$ cat config.mk
export PLATFORM = sky130hd
export DESIGN_NAME = sub_seq
export DESIGN_NICKNAME = d
export VERILOG_FILES = /design/src/rtl/sub_seq.sv
export SDC_FILE = /design/constraint.sdc
export NUM_CORES = 1
export LEC_CHECK = 0
export CORE_UTILIZATION = 35
export DETAILED_ROUTE_END_ITERATION = 10
export PLACE_DENSITY = 0.66
export SYNTH_ARGS = -nofsm -noshare
export SYNTH_HDL_FRONTEND = slang
export SYNTH_SLANG_ARGS = --single-unit
$ cat constraint.sdc
create_clock -name ck -period 6.8 [get_ports ck]
set_clock_uncertainty 0.1 [all_clocks]
set_input_delay 0.68 -clock ck [delete_from_list [all_inputs] [get_ports ck]]
set_output_delay 0.68 -clock ck [all_outputs]
set_load 0.01 [all_outputs]
$ cat src/rtl/sub_seq.sv
// Nibble-serial multi-word subtractor: one 4-bit subtract slice, NIB cycles per operation, LS nibble first.
// Optional zero flag built only when SUB_SEQ_ZERO_FLAG_EN is defined.
module sub_seq #(
    parameter int NIB = 4
) (
    input  logic              ck,
    input  logic              rst,
    input  logic              start,
    input  logic [4*NIB-1:0]  a,
    input  logic [4*NIB-1:0]  b,
    output logic              busy,
    output logic              done,
    output logic [4*NIB-1:0]  s,
    output logic              borrow,
    output logic              zero
);
    localparam int W  = 4 * NIB;
    localparam int KW = (NIB > 1) ? $clog2(NIB) : 1;

    typedef enum logic [1:0] {
        ST_IDLE = 2'd0,
        ST_RUN  = 2'd1,
        ST_DONE = 2'd2
    } state_t;

    state_t          state_r;
    logic [W-1:0]    a_r;
    logic [W-1:0]    b_r;
    logic [KW-1:0]   k_r;
    logic            bin_r;

    logic [KW+1:0]   sh_s;
    logic [3:0]      a_nib_s;
    logic [3:0]      b_nib_s;
    logic [4:0]      d_s;
    logic [W-1:0]    s_next_s;
    logic            last_s;

    // 4-bit subtract slice in 5-bit arithmetic; bit 4 is the outgoing borrow
    function automatic logic [4:0] sub_nib(input logic [3:0] x, input logic [3:0] y, input logic bi);
        sub_nib = {1'b0, x} - {1'b0, y} - {4'b0000, bi};
    endfunction

    // Select current nibble, subtract, and splice the result into s
    always_comb begin
        sh_s     = {k_r, 2'b00};
        a_nib_s  = 4'(a_r >> sh_s);
        b_nib_s  = 4'(b_r >> sh_s);
        d_s      = sub_nib(a_nib_s, b_nib_s, bin_r);
        s_next_s = (s & ~(W'(4'hF) << sh_s)) | (W'(d_s[3:0]) << sh_s);
        last_s   = (k_r == KW'(NIB - 1));
    end

`ifdef SUB_SEQ_ZERO_FLAG_EN
    logic zero_r;
    assign zero = zero_r;
`else
    assign zero = 1'b0;
`endif

    // Control FSM with registered outputs and datapath state
    always_ff @(posedge ck or posedge rst) begin
        if (rst) begin
            state_r <= ST_IDLE;
            a_r     <= '0;
            b_r     <= '0;
            k_r     <= '0;
            bin_r   <= 1'b0;
            s       <= '0;
            borrow  <= 1'b0;
            busy    <= 1'b0;
            done    <= 1'b0;
`ifdef SUB_SEQ_ZERO_FLAG_EN
            zero_r  <= 1'b0;
`endif
        end else begin
            case (state_r)
                ST_IDLE: begin
                    done <= 1'b0;
                    if (start) begin
                        a_r     <= a;
                        b_r     <= b;
                        k_r     <= '0;
                        bin_r   <= 1'b0;
                        s       <= '0;
                        borrow  <= 1'b0;
                        busy    <= 1'b1;
`ifdef SUB_SEQ_ZERO_FLAG_EN
                        zero_r  <= 1'b0;
`endif
                        state_r <= ST_RUN;
                    end else begin
                        busy    <= 1'b0;
                    end
                end
                ST_RUN: begin
                    s     <= s_next_s;
                    bin_r <= d_s[4];
                    if (last_s) begin
                        borrow  <= d_s[4];
                        done    <= 1'b1;
`ifdef SUB_SEQ_ZERO_FLAG_EN
                        zero_r  <= (s_next_s == '0);
`endif
                        state_r <= ST_DONE;
                    end else begin
                        // index stays at NIB-1 on the final nibble; accept clears it
                        k_r     <= k_r + KW'(1);
                    end
                end
                ST_DONE: begin
                    done    <= 1'b0;
                    busy    <= 1'b0;
                    state_r <= ST_IDLE;
                end
                default: begin
                    done    <= 1'b0;
                    busy    <= 1'b0;
                    state_r <= ST_IDLE;
                end
            endcase
        end
    end
endmodule

==> impl_results.md <==
* Worst EP arrival at 3.08 ns
* CP delay by family, top: flip-flops
* Antenna Violating Nets Remaining at 0
* Clock root cell: clkbuf_8
* Final Cycle Share at 43.1%
* Status: completed
* Max H-tree Level at 2
* Most frequent cells in the layout: 56 x dfrtp_1, 53 x clkdlybuf4s50_1, 32 x mux2_2
* Critical R2R Capture: s[10]
* Worst reg2reg setup slack at between 3 and 4 ns
* Worst-skew pair later-pin latency at around 0.3 ns
* Worst R2R Path Depth at 7
* DR iter-0 viols at 71
* Cell Rows at 30
* Post-route DRC violation count at 0
* Most common cell after layout, fill and taps aside: dfrtp_1
* Pin count of the biggest net entering global routing at between 50 and 60
* Layout cell share with drive strength beyond 1 at 22.4%
* Max Slew Vio Count at 0
* CTS Buf Count at 5
* Hold path start: s[8]
* Postcts setup bufs at 0
* Master of the slowest instance on the critical path: dfrtp_1
* Die Ht at 87.4 um
* FMAX at approximately 0.34 GHz
* Synthesized cell area at around 2600 um2
* Crit. End Element: flop
* Critical path buffer and inverter count at 2
* Worst path cell trace: mux4_2 -> inv_1 -> fa_1 -> inv_1 -> fa_1 -> xnor2_1 -> a22o_1
* Ports at 55
* Core Footprint at 6910 um2
* Worst hold-check path type: flop to flop
* Drt wl/cell at 14.1 um
* Setup violators final at 0
* Antenna cells at 0
* Placed instance area at 3170 um2
* Seq/Total Area, Yosys at between 50% and 60%
* Fin area at around 3300 um2
* PortBufs at 53
* Avg Inst Size Synth at 14.0 um2
* CP startpoint kind: flop
* Min Tclk post-route at just under 3 ns
* 1st-pass router iterations at 4
* Post-synth cell types at 25
* Cells after synthesis at about 180
* Die area at 7640 um2
* Starting Density at 37.0%
* Worst stage delay on the critical path at slightly below 0.8 ns
* Post-synth net total at 228
* Worst hold endpoint: s[8]
* Hpwl dp at 3390 um
* GPL Wtd Cong at 0.743
* Max Cap Viol at 0
* DR vias at 1582
* Hold_buf cts at 0
* Number of synthesized flops with an enable pin at 0
* Pwr/cell area at approximately 550 nW/um2
* Leak pwr at 1.43 nW
* Die width at 87.4 um
* Crit path required time at 6.95 ns
* Main flop type after synthesis: dfrtp_1
* Initial antenna violation count at 0
* Number of global-route vias before repair at 1690
* Worst-margin pin slew at between 0.7 and 0.8 ns
* Register clock-pin slew on the reported worst setup and hold paths at ~0.10 ns
* Clk sinks at 56
* Synthesis-to-layout area growth at 30.3%
* CTS tree: done
* RR Startpoint: k_r[0]
* Layout Nets at 281
* CTS resizes at 0
* Fin cells at 333
* Maximum vdd drop at 0.223 mV
* Cells after DPL at 325
* Total routed wirelength at 4680 um
* Avg Vias per Cell at 4.75
* Final Hold Violating Endpoints at 0
* Critical Path Fanout Max at 14
* Total Power at 1.84 mW
* RSZ-0062 raised after global routing: false
* Grt total ovfl at 0
* Hold Path Depth at 1
* Synth Warn # at 0
* Async S/R FF share, synth at between 90% and 100%
* Seq cells post-synth at 56
* Max transition margin at a little over half
* Gr usage total at approximately 14%
* Clock buffer depth at 2
* CP Class: flop to flop
* Setup TNS at 0 ns
* Global-route wire length before repair at 8100 um
==> worst register-to-register path, cell delays in order, from the launching register on <==
cell,delay [ns]
dfrtp_1,0.79
mux4_2,0.61
inv_1,0.09
fa_1,0.21
inv_1,0.07
fa_1,0.42
xnor2_1,0.39
a22o_1,0.21
==> kinds of logic (layout without fill, tap and decap cells) <==
family,after synthesis,after routing,synth area share [%]
XOR/XNOR,3,3,1.03
buffers and inverters,22,76,3.92
adder cells (fa/ha/maj),10,10,5.49
AO/OA/AOI/OAI,30,30,9.41
flip-flops,56,56,54.9
other,1,1,0.147
AND/OR/NAND/NOR,20,20,3.53
multiplexers,41,41,21.6
==> flip-flops by register name, indices dropped and copies added (netlist names) <==
name,count
b_r,16
done,1
bin_r,1
state_r,2
a_r,16
s,16
busy,1
borrow,1
k_r,2
==> Yosys cell counts (all sizes together) (4+ instances only) <==
cell type  count  area (um2)
a22o          19         166
ha             8         100
a21o           4        30.0
a21oi          4        23.8
mux2          33         372
inv           13        48.8
mux4           8         180
nand2          8        30.0
dfrtp         56        1400
nor3           4        20.0
nor2           5        21.3
buf            7        43.8
==> routing by layer <==
metal	global-route usage (%)	part of all wire [%]	vias to the layer above
met5	0	0	-
met4	4.92	1.2	0
met3	2.94	3.9	4
met2	23.8	48	40
met1	17.9	46	782
li1	-	-	756
==> layout make-up <==
cell class / count / area, um2
Tap cell: 96 / 120
Sequential cell: 56 / 1400
Clock inverter: 3 / 90.1
Clock buffer: 5 / 68.8
Multi-Input combinational cell: 105 / 1050
Fill cell: 641 / 3580
Timing Repair Buffer: 55 / 546
Inverter: 13 / 48.8
==> where the power goes <==
part | switching [mW] | leakage, nW | internal, mW
registers | 0.120 | 0.686 | 0.492
logic | 0.437 | 0.669 | 0.502
clock network | 0.107 | 0.0784 | 0.184
==> metrics by stage <==
stage | utilization [%] | hold slack (ns) | setup slack, ns
floorplan | - | 0.350 | 4.21
global placement | 45.9 | 0.370 | 3.87
detailed placement | 45.9 | 0.386 | 3.84
CTS | 48.2 | 0.408 | 3.82
global route | 48.2 | 0.436 | 3.63
finish | 48.2 | 0.408 | 3.87
==> worst max-delay path by stage <==
stage	startpoint	endpoint	slack, ns	cells past startpoint
after floorplan	k_r[0]	borrow	4.21	10
after global placement	k_r[0]	s[10]	3.87	7
after detailed placement	k_r[0]	s[10]	3.84	7
after CTS	k_r[0]	s[10]	3.82	7
after global routing	k_r[0]	s[10]	3.63	7
final	k_r[0]	s[10]	3.87	7
No activity file was read; power rests on OpenSTA's default activity.
